### config.mk
export PLATFORM = sky130hd
export DESIGN_NAME = decode_seq
export DESIGN_NICKNAME = d
export VERILOG_FILES = /design/src/rtl/decode_seq_pkg.sv /design/src/rtl/decode_prefix_strip.sv /design/src/rtl/decode_seq.sv
export SDC_FILE = /design/constraint.sdc
export NUM_CORES = 1
export LEC_CHECK = 0
export CELL_PAD_IN_SITES_DETAIL_PLACEMENT = 1
export CELL_PAD_IN_SITES_GLOBAL_PLACEMENT = 1
export CORE_MARGIN = 4
export CORE_UTILIZATION = 31
export CTS_BUF_LIST = sky130_fd_sc_hd__clkbuf_8 sky130_fd_sc_hd__clkbuf_16
export DETAILED_ROUTE_END_ITERATION = 8
export PLACE_DENSITY_LB_ADDON = 0.1
export SYNTH_ARGS = -nofsm -noshare
export SYNTH_HDL_FRONTEND = slang
export SYNTH_HIERARCHICAL = 1
export SYNTH_SLANG_ARGS = --single-unit
### constraint.sdc
create_clock -name clk -period 4.7 [get_ports clk]
set_input_delay 0.94 -clock clk [delete_from_list [all_inputs] [get_ports clk]]
set_output_delay 0.94 -clock clk [all_outputs]
set_load 0.01 [all_outputs]
### src/rtl/decode_seq_pkg.sv
// Shared definitions for decode_seq: FSM encoding, prefix/escape byte constants, prefix limit.
// DECODE_SEQ_PREFIX_EN selects whether legacy prefix bytes are stripped.
package decode_seq_pkg;

   typedef enum logic [2:0] {
      StIdle,
      StPrefix,
      StEscape,
      StDecode,
      StOut
   } state_e;

   localparam logic [7:0] PfxOpsize = 8'h66;
   localparam logic [7:0] PfxRepne  = 8'hF2;
   localparam logic [7:0] PfxRep    = 8'hF3;
   localparam logic [7:0] PfxLock   = 8'hF0;
   localparam logic [7:0] EscByte   = 8'h0F;

   localparam logic [2:0] MaxPfxCnt = 3'd4;

`ifdef DECODE_SEQ_PREFIX_EN
   localparam bit PrefixEn = 1'b1;
`else
   localparam bit PrefixEn = 1'b0;
`endif

endpackage

### src/rtl/decode_prefix_strip.sv
// Stateless classifier for byte 0 of the window (prefix class, escape) plus the
// one-byte right-shifted window used when that byte is consumed.
module decode_prefix_strip
   import decode_seq_pkg::*;
(
   input  logic [71:0] win_i,
   output logic [3:0]  pfx_o,
   output logic        esc_o,
   output logic [71:0] shifted_o
);

   // Flag order {lock, rep, repne, opsize} matches out_pfx.
   always_comb begin
      pfx_o = 4'b0000;
      case (win_i[7:0])
         PfxLock:   pfx_o = 4'b1000;
         PfxRep:    pfx_o = 4'b0100;
         PfxRepne:  pfx_o = 4'b0010;
         PfxOpsize: pfx_o = 4'b0001;
         default:   pfx_o = 4'b0000;
      endcase
   end

   assign esc_o     = (win_i[7:0] == EscByte);
   assign shifted_o = {8'h00, win_i[71:8]};

endmodule

### src/rtl/decode_seq.sv
// Decode sequencer: strips prefixes and the 0x0F escape, presents the window to the opcode
// decoder and registers its result. DECODE_SEQ_PREFIX_EN enables prefix stripping.
module decode_seq
   import decode_seq_pkg::*;
(
   input  logic        clk,
   input  logic        rst_n,
   input  logic        flush,
   input  logic        in_valid,
   output logic        in_ready,
   input  logic [71:0] in_instr,
   output logic [71:0] dec_instr,
   output logic        dec_is_2byte,
   input  logic [6:0]  dec_opc,
   input  logic [3:0]  dec_opnd_form,
   input  logic        dec_imm_1byte,
   input  logic        dec_reg_1byte,
   output logic        out_valid,
   input  logic        out_ready,
   output logic [6:0]  out_opc,
   output logic [3:0]  out_opnd_form,
   output logic        out_imm_1byte,
   output logic        out_reg_1byte,
   output logic        out_is_2byte,
   output logic [3:0]  out_pfx,
   output logic [2:0]  out_len
);

   state_e      state_q, state_d;
   logic [71:0] buf_q, buf_d;
   logic [2:0]  cnt_q, cnt_d;
   logic [2:0]  len_q, len_d;
   logic [3:0]  pfx_q, pfx_d;
   logic        is2_q, is2_d;
   logic        hold_q, hold_d;
   logic        in_ready_q, in_ready_d;
   logic        out_valid_q, out_valid_d;
   logic [6:0]  opc_q, opc_d;
   logic [3:0]  form_q, form_d;
   logic        imm_q, imm_d;
   logic        reg_q, reg_d;

   logic [3:0]  pfx_hit;
   logic        esc_hit;
   logic [71:0] buf_shift;

   decode_prefix_strip u_strip (
      .win_i     (buf_q),
      .pfx_o     (pfx_hit),
      .esc_o     (esc_hit),
      .shifted_o (buf_shift)
   );

   always_comb begin
      state_d     = state_q;
      buf_d       = buf_q;
      cnt_d       = cnt_q;
      len_d       = len_q;
      pfx_d       = pfx_q;
      is2_d       = is2_q;
      hold_d      = hold_q;
      out_valid_d = out_valid_q;
      opc_d       = opc_q;
      form_d      = form_q;
      imm_d       = imm_q;
      reg_d       = reg_q;

      if (flush) begin
         state_d     = StIdle;
         buf_d       = '0;
         hold_d      = 1'b0;
         out_valid_d = 1'b0;
      end else begin
         case (state_q)
            StIdle: begin
               if (in_valid && in_ready_q) begin
                  buf_d   = in_instr;
                  cnt_d   = 3'd0;
                  len_d   = 3'd0;
                  pfx_d   = 4'b0000;
                  is2_d   = 1'b0;
                  state_d = PrefixEn ? StPrefix : StEscape;
                  // Without prefix stripping, one idle ESCAPE cycle keeps latency at 3.
                  hold_d  = ~PrefixEn;
               end
            end
            StPrefix: begin
               if ((pfx_hit != 4'b0000) && (cnt_q < MaxPfxCnt)) begin
                  buf_d = buf_shift;
                  pfx_d = pfx_q | pfx_hit;
                  cnt_d = cnt_q + 3'd1;
                  len_d = len_q + 3'd1;
               end else begin
                  state_d = StEscape;
               end
            end
            StEscape: begin
               if (hold_q) begin
                  hold_d = 1'b0;
               end else begin
                  if (esc_hit) begin
                     buf_d = buf_shift;
                     is2_d = 1'b1;
                     len_d = len_q + 3'd1;
                  end
                  state_d = StDecode;
               end
            end
            StDecode: begin
               opc_d       = dec_opc;
               form_d      = dec_opnd_form;
               imm_d       = dec_imm_1byte;
               reg_d       = dec_reg_1byte;
               out_valid_d = 1'b1;
               state_d     = StOut;
            end
            StOut: begin
               if (out_ready) begin
                  out_valid_d = 1'b0;
                  state_d     = StIdle;
               end
            end
            default: state_d = StIdle;
         endcase
      end

      in_ready_d = (state_d == StIdle);
   end

   always_ff @(posedge clk or negedge rst_n) begin
      if (!rst_n) begin
         state_q     <= StIdle;
         buf_q       <= '0;
         cnt_q       <= 3'd0;
         len_q       <= 3'd0;
         pfx_q       <= 4'b0000;
         is2_q       <= 1'b0;
         hold_q      <= 1'b0;
         in_ready_q  <= 1'b0;
         out_valid_q <= 1'b0;
         opc_q       <= '0;
         form_q      <= '0;
         imm_q       <= 1'b0;
         reg_q       <= 1'b0;
      end else begin
         state_q     <= state_d;
         buf_q       <= buf_d;
         cnt_q       <= cnt_d;
         len_q       <= len_d;
         pfx_q       <= pfx_d;
         is2_q       <= is2_d;
         hold_q      <= hold_d;
         in_ready_q  <= in_ready_d;
         out_valid_q <= out_valid_d;
         opc_q       <= opc_d;
         form_q      <= form_d;
         imm_q       <= imm_d;
         reg_q       <= reg_d;
      end
   end

   assign in_ready      = in_ready_q;
   assign dec_instr     = buf_q;
   assign dec_is_2byte  = is2_q;
   assign out_valid     = out_valid_q;
   assign out_opc       = opc_q;
   assign out_opnd_form = form_q;
   assign out_imm_1byte = imm_q;
   assign out_reg_1byte = reg_q;
   assign out_is_2byte  = is2_q;
   assign out_len       = len_q;

`ifdef DECODE_SEQ_PREFIX_EN
   assign out_pfx = pfx_q;
`else
   assign out_pfx = 4'b0000;
`endif

endmodule

# Word level (Yosys, flattened, before mapping)
# Cells that the tools add are included.
# Widths: inputs -> output; s select.
# classes
n_addsub,2
order_cmp,1
n_eq_ne,18
mux,30
bitwise_logic,1
n_reduce_logical,18
# ops
op,n
$mux 72,5
$pmux 72 s3,1
$mux 3,10
$eq 8x8->1 const B,3
$pmux 4 s4,1
$ne 3x3->1 const B,5
$pmux 3 s5,1
$reduce_and 5->1,2
$pmux 3 s3,1
$reduce_bool 3->1,3
$eq 8x4->1 const B,1
$eq 8x7->1 const B,1
$ne 2x2->1 const B,4
$reduce_bool 4->1,2
$mux 1,7
$add 3x1->3 const B,2
$eq 3x2->1 const B,2
$logic_not 3->1,2
$pmux 1 s2,3
$pmux 3 s2,1
$reduce_and 2->1,3
$reduce_and 6->1,1
$reduce_and 4->1,1
$reduce_bool 2->1,2
other kinds (5),6
# totals
reg_bits,98
inputBits,90
output_inout_bits,96
word_cells,82

# Logic depth before layout (Yosys ltp)
# Gate-level depths: netlist (run 1).
# logic_depth
depth_word,8
depth_mapped,8
depth_no_buf,6

# Hierarchy
# Netlist (run 1), hierarchy kept.
# by_module_without_submodules
module,instances,cells_per_inst,area_per_inst_um2
decode_seq,1,356,4795.8
decode_prefix_strip,1,85,628.1

# Worst setup path after synthesis (run 1)
# No wires, ideal clock.
# synth_path
path_kind,input-to-reg
startpoint,input port in_valid
endpoint,register buf_q[10] (netlist: dec_instr[10])
arrival_time_ns,2.154
t_required_ns,4.625
path_slack_ns,2.471
stages,6
n_path_buf,2
cell_sequence,and2_0 buf_2 o2bb2ai_2 a211oi_4 buf_6 o2bb2ai_2
# synth_between
elab_chain_cells,3
# synth_lines
element,line_no,rtl
from (decl),decode_seq.sv:9,"input logic in_valid,"
$logic_and 1x1->1,decode_seq.sv:76,if (in_valid && in_ready_q) begin
$ne 3x3->1 (no line),-,
$reduce_and 5->1 (no line),-,
to (signal assigned),decode_seq.sv:147,buf_q <= buf_d;
to (decl),decode_seq.sv:30,"logic [71:0] buf_q, buf_d;"
# No other way between the ends.
# A chain may end at the register's enable or synchronous reset.

# Final worst setup path (run 1)
# layout_path
startpoint,input port in_valid
endpoint,register buf_q[23] (netlist: dec_instr[23])
# The elaborated chain is that of the path after synthesis.

==> run_results.csv, run 1 <==
group,metric,value,unit
synth,async_reset_ff_share,100,%
synth,synthDominantCellAreaShare,45.2,%
global_route,grtUsageMet1,19.7,%
clocking,insertion_delay,0.35,ns
timing,slew_headroom,34.6,%
global_route,grtUsageTotal,15.6,%
setup_path,worst_setup_path_end_kind,"flop",
timing,rsz0062_at_grt,"false",
clocking,hold_buffers,0,
clocking,cts_resized,0,
synth,synth_warnings,6,
setup_path,crit_required,4.96,ns
placement,io_buffers,181,
timing,finalMaxSlewViolations,0,
clocking,cts_tree,"done",
setup_path,critPathKind,"in2reg",
timing,timing.hold.ws,0.503,ns
global_route,use_met3,4.61,%
global_route,antenna_found_initial,0,
clocking,h-tree-depth,3,
die,initial_core_util,31.5,%
clocking,clock-sinks,98,
timing,finalCritPeriodShare,60.4,%
synth,yosysTopAreaCell,"dfrtp_1",
min_path,holdPathEnd,"cnt_q[1]",
timing,setup_ws,1.86,ns
layout,finalNetCount,633,
global_route,grt_use_met2,25.5,%
layout,synthToLayoutAreaGrowth,32.9,%
global_route,grt_pass1_wl,24.1,mm
synth,synth_edf_count,0,
timing,fmax,0.353,GHz
detailed_routing,num_vias,3722,
placement,dp_slack,1.50,ns
layout,final_cell_mix,"180 x clkdlybuf4s50_1, 98 x dfrtp_1, 73 x mux2i_1",
pwr,finalPower,3.30,mW
global_route,grt_max_degree,75,
min_path,min_path_type,"reg2reg",
setup_path,r2r_end,"dec_instr[23]",
synth,synth_xor_area_share,0,%
placement,dp_hpwl,10.9,mm
synth,synthFlopType,"dfrtp_1",
layout,antenna_cells,0,
setup_path,reg2regPathDepth,7,
setup_path,critPathLaunchType,"input pin",
placement,gp_congestion,0.775,
die,dieArea,19700,µm²
min_path,min_path_cells,1,
global_route,grt_most_used_layer,"met2",
timing,final_hold_viol_count,0,
global_route,grt-ovfl-total,0,
clocking,cts.clk_slew.worst_paths,0.07,ns
die,die_height,140,µm
run,cap_violations,0,
detailed_routing,drcViolationCount,0,
die,die_w,140,µm
detailed_routing,wl,15.4,mm
detailed_routing,first_pass_iters,4,
detailed_routing,wire_per_inst,19.9,µm
setup_path,reg2reg_from,"dec_instr[7]",
timing,finalCriticalPeriod,2.84,ns
timing,tns,0,ns
timing,tightestPinTransition,0.981,ns
setup_path,r2r_slack,1.99,ns
synth,synth_area_leaders,"dfrtp_1 45%, mux2i_1 13%, buf_4 11%",
detailed_routing,drtIter0Drc,140,
synth,synth_compound_area_share,17.2,%
synth,synth_cell_types,44,
clocking,cts_root_buf,"clkbuf_16",
synth,syn-cell-area,5420,µm²
pwr,peakVddDrop,0.185,mV
layout,final_common_cell,"clkdlybuf4s50_1",
setup_path,path_max_fanout,72,
layout,drive_gt1_share,13.2,%
synth,synth_seq_cells,98,
clocking,clk_path_buf_depth,2,
die,num_rows,48,
clocking,cts_made_buffers,9,
detailed_routing,antenna_left,0,
clocking,cts_setup_buffers,0,
synth,yosysSeqAreaShare,45.2,%
detailed_routing,vias_per_cell,4.83,
status,outcome,"complete, no violations",
synth,synth_area_per_cell,12.3,µm²
global_route,first_global_vias,4150,
timing,finClkSkew,0.00941,ns
pwr,leakagePower,2.91,nW
synth,synth_top_family_by_area,"compound AO/OA/AOI/OAI gates",
die,coreArea,17200,µm²
pwr,power_density,458,nW/µm²
min_path,hp-start,"cnt_q[1]",
synth,yosys.area_share.adder,0.461,%
setup_path,critical_path_arrival,3.10,ns
die,ios,186,
timing,setup_viol,0,
synth,synthMuxAreaShare,16.6,%
synth,syn-instance-count,441,
synth,synth-simple-area-share,5.56,%
[sequential cells by signal, indices dropped and copies added, names as in the netlist]
register,cells
dec_instr,72
out_opnd_form,4
dec_is_2byte,1
in_ready,1
out_valid,1
hold_q,1
out_imm_1byte,1
out_opc,7
state_q,3
out_reg_1byte,1
out_len,3
cnt_q,3
[per-stage QoR]
stage	area (µm²)	utilization, %	instances
floorplan	5460	-	451
global placement	6830	39.6	755
detailed placement	6830	39.6	755
CTS	7210	41.8	771
global route	7210	41.8	771
finish	7210	41.8	771
[cells in the mapped netlist, types with 3 or more instances]
master and n:
o2bb2ai_1 52, buf_6 9, dfrtp_1 98, nand2_1 7, buf_4 81, buf_2 15, clkbuf_1 3, inv_1 3
o2bb2ai_2 21, a21oi_1 5, nor3_1 8, mux2_2 15, mux2i_1 73, nor2_1 8
[worst max-delay path, cell delays in order]
cell	delay, ns
clkdlybuf4s50_1	0.39
and2_0	0.28
o2bb2ai_2	0.24
a211oi_4	0.24
buf_4	0.75
o2bb2ai_1	0.19
[routing by layer]
metal / vias to the layer above / part of all wire, % / wire, µm
met1: 1870 / 43 / 6570
li1: 1727 / - / -
met5: - / 0 / 0
met4: 0 / 2.1 / 324
met3: 18 / 6.1 / 944
met2: 107 / 49 / 7540
[kinds of logic after synthesis]
family          count (synthesis)
buf+inv                       111
flops                          98
other cells                     2
mux                            88
simple gates                   46
fa+ha+maj                       2
compound gates                 94
[worst max path at each step]
stage | end | from | slack (ns) | cells past startpoint
detailed placement | dec_instr[63] | in_valid | 1.50 | 6
CTS | dec_instr[23] | in_valid | 1.88 | 6
floorplan | dec_instr[10] | in_valid | 2.47 | 6
global placement | dec_instr[33] | in_valid | 1.56 | 6
global route | dec_instr[24] | in_valid | 1.74 | 6
finish | dec_instr[23] | in_valid | 1.86 | 6
[area by class of cell]
| cell class | instances | area (µm²) |
|---|---|---|
| Timing Repair Buffer | 187 | 1870 |
| Multi-Input combinational cell | 242 | 2220 |
| Clock buffer | 10 | 239 |
| Clock inverter | 6 | 138 |
| Sequential cell | 98 | 2450 |
| Tap cell | 225 | 282 |
| Inverter | 3 | 11.3 |
| Fill cell | 1809 | 10000 |
[power breakdown]
group / switching (mW) / internal, mW / total (mW)
clock: 0.343 / 0.591 / 0.934
combinational: 0.547 / 0.644 / 1.19
sequential: 0.165 / 1.01 / 1.17
Power figures use the tool's default switching activity.
==> run 2, diff against run 1 <==
==> constraint.sdc (replaced) <==
create_clock -name clk -period 2.6 [get_ports clk]
set_input_delay 0.52 -clock clk [delete_from_list [all_inputs] [get_ports clk]]
set_output_delay 0.52 -clock clk [all_outputs]
set_load 0.01 [all_outputs]
==> run 2 against run 1 <==
Compared with the run above:
- sequential share of layout area is 0.071 points lower
- via count is 1.2% higher
- routed wire length is 0.34% higher
- non-clock buffer count is 5 higher
- combinational power is 87% higher
- clock power is 39% higher
- sequential power is 81% higher
- first-iteration DRC count is 6.4% lower
- power is 71% higher
- utilization is 0.087 points higher
- clock skew is 0.0045 ns lower
==> run_results.csv, run 2 (synthesis gave the netlist of run 1 again) <==
group,metric,value,unit
status,outcome,"complete, no violations",
global_route,antenna_found_initial,0,
die,num_rows,48,
setup_path,critical_path_arrival,2.53,ns
timing,finalCriticalPeriod,2.30,ns
min_path,min_path_type,"in2async",
layout,final_cell_mix,"180 x clkdlybuf4s50_1, 98 x dfrtp_1, 73 x mux2i_1",
pwr,leakagePower,2.92,nW
detailed_routing,drtIter0Drc,131,
placement,dp.cells,760,
global_route,grt_max_degree,53,
setup_path,slowest_delay,0.42,ns
detailed_routing,wire_per_inst,19.9,µm
layout,antenna_cells,0,
global_route,grt-ovfl-total,0,
clocking,cts_setup_buffers,0,
placement,io_buffers,181,
setup_path,path_delay_family,"simple AND/OR/NAND/NOR gates",
clocking,cts_root_buf,"clkbuf_16",
global_route,use_met3,5.02,%
setup_path,critPathKind,"reg2reg",
global_route,grtUsageTotal,15.8,%
detailed_routing,drcViolationCount,0,
die,ios,186,
setup_path,crit_path_cell_trace,"nand4bb_1, nor4_2, or2b_2, o2bb2ai_2, a211oi_4, buf_12, o2bb2ai_1",
setup_path,path_max_fanout,44,
die,initial_core_util,31.5,%
layout,final_common_cell,"clkdlybuf4s50_1",
detailed_routing,first_pass_iters,4,
setup_path,crit_required,2.83,ns
layout,synthToLayoutAreaGrowth,33.2,%
global_route,grtUsageMet1,20.3,%
layout,final_util,41.9,%
pwr,peakVddDrop,0.340,mV
layout,largest_register_ffs,72,
clocking,clock-sinks,98,
die,coreArea,17200,µm²
global_route,grt_most_used_layer,"met2",
timing,finalMaxSlewViolations,0,
setup_path,cp_num_buf_inv,1,
detailed_routing,wl,15.4,mm
layout,drive_gt1_share,13.8,%
detailed_routing,num_vias,3765,
clocking,cts_resized,0,
clocking,hold_buffers,0,
clocking,cts.clk_slew.worst_paths,0.07,ns
layout,finalNetCount,638,
die,dieArea,19700,µm²
detailed_routing,antenna_left,0,
global_route,first_global_vias,4146,
timing,finClkSkew,0.00495,ns
timing,tightestPinTransition,0.651,ns
setup_path,cp_slowest_cell,"dfrtp_1",
clocking,clk_path_buf_depth,2,
clocking,cts_tree,"done",
timing,finalCritPeriodShare,88.6,%
die,die_height,140,µm
placement,gp_congestion,0.789,
detailed_routing,vias_per_cell,4.86,
layout,fin_cells,775,
global_route,grt_pass1_wl,24.5,mm
die,die_w,140,µm
setup_path,worst_setup_path_end_kind,"flop",
clocking,h-tree-depth,3,
timing,setup_viol,0,
clocking,insertion_delay,0.34,ns
pwr,power_density,782,nW/µm²
timing,final_hold_viol_count,0,
layout,nFillCells,1834,
run,cap_violations,0,
clocking,cts_made_buffers,9,
timing,rsz0062_at_grt,"false",
timing,tns,0,ns
timing,fmax,0.434,GHz
global_route,grt_use_met2,25.4,%
placement,dp_hpwl,11.1,mm
setup_path,critPathLaunchType,"flop",
timing,slew_headroom,56.6,%
-- run 2: cell types whose count changed in the layout (fill, tap and decap cells not counted), sizes merged --
cell	before	now
bufinv	4	0
clkinvlp	0	1
buf	7	12
clkbuf	10	11
inv	3	4
-- run 2: power by group --
part	switching (mW)	total [mW]	internal, mW
sequential	0.301	2.12	1.82
clock	0.598	1.30	0.697
combinational	1.01	2.23	1.22
-- run 2: layout make-up --
cell class,count,area [µm²],share of cell area (%)
clock buffers,11,253,3.50
clock inverters,4,26.3,0.364
inverters,3,11.3,0.156
multi-input cells,242,2220,30.7
flip-flops and latches,98,2450,33.9
well taps,225,282,3.90
repair buffers,192,1980,27.4
-- run 2: per-layer routing --
layer,vias to the layer above,routed length [µm]
met5,-,0
met4,0,263
met3,16,993
met2,104,7480
met1,1898,6690
li1,1747,-
-- run 2: worst paths after layout --
path,start,endpoint,slack (ns),cells past startpoint
worst max-delay path,dec_instr[4],dec_instr[39],0.30,7
worst min-delay path,rst_n,dec_instr[5],0.19,1
worst max register to register,dec_instr[4],dec_instr[39],0.30,7
worst min register to register,cnt_q[1],cnt_q[1],0.51,1
max in group asynchronous,rst_n,dec_instr[44],1.69,2
min in group clk,cnt_q[1],cnt_q[1],0.51,1
-- run 2: worst register-to-register path, stage by stage (launching register included) --
cell and delay (ns):
dfrtp_1 0.42, nand4bb_1 0.24, nor4_2 0.31, or2b_2 0.35
o2bb2ai_2 0.32, a211oi_4 0.15, buf_12 0.21, o2bb2ai_1 0.19
-- run 2: per-stage QoR --
step / worst slack [ns] / power [mW] / cell area, µm² / hold WS (ns)
floorplan: 0.475 / 3.52 / 5460 / 0.224
global placement: 0.324 / 4.38 / 6950 / 0.484
detailed placement: 0.280 / 4.42 / 6950 / 0.495
CTS: 0.269 / 5.76 / 7220 / 0.213
global route: 0.130 / 5.98 / 7220 / 0.235
finish: 0.296 / 5.65 / 7220 / 0.195
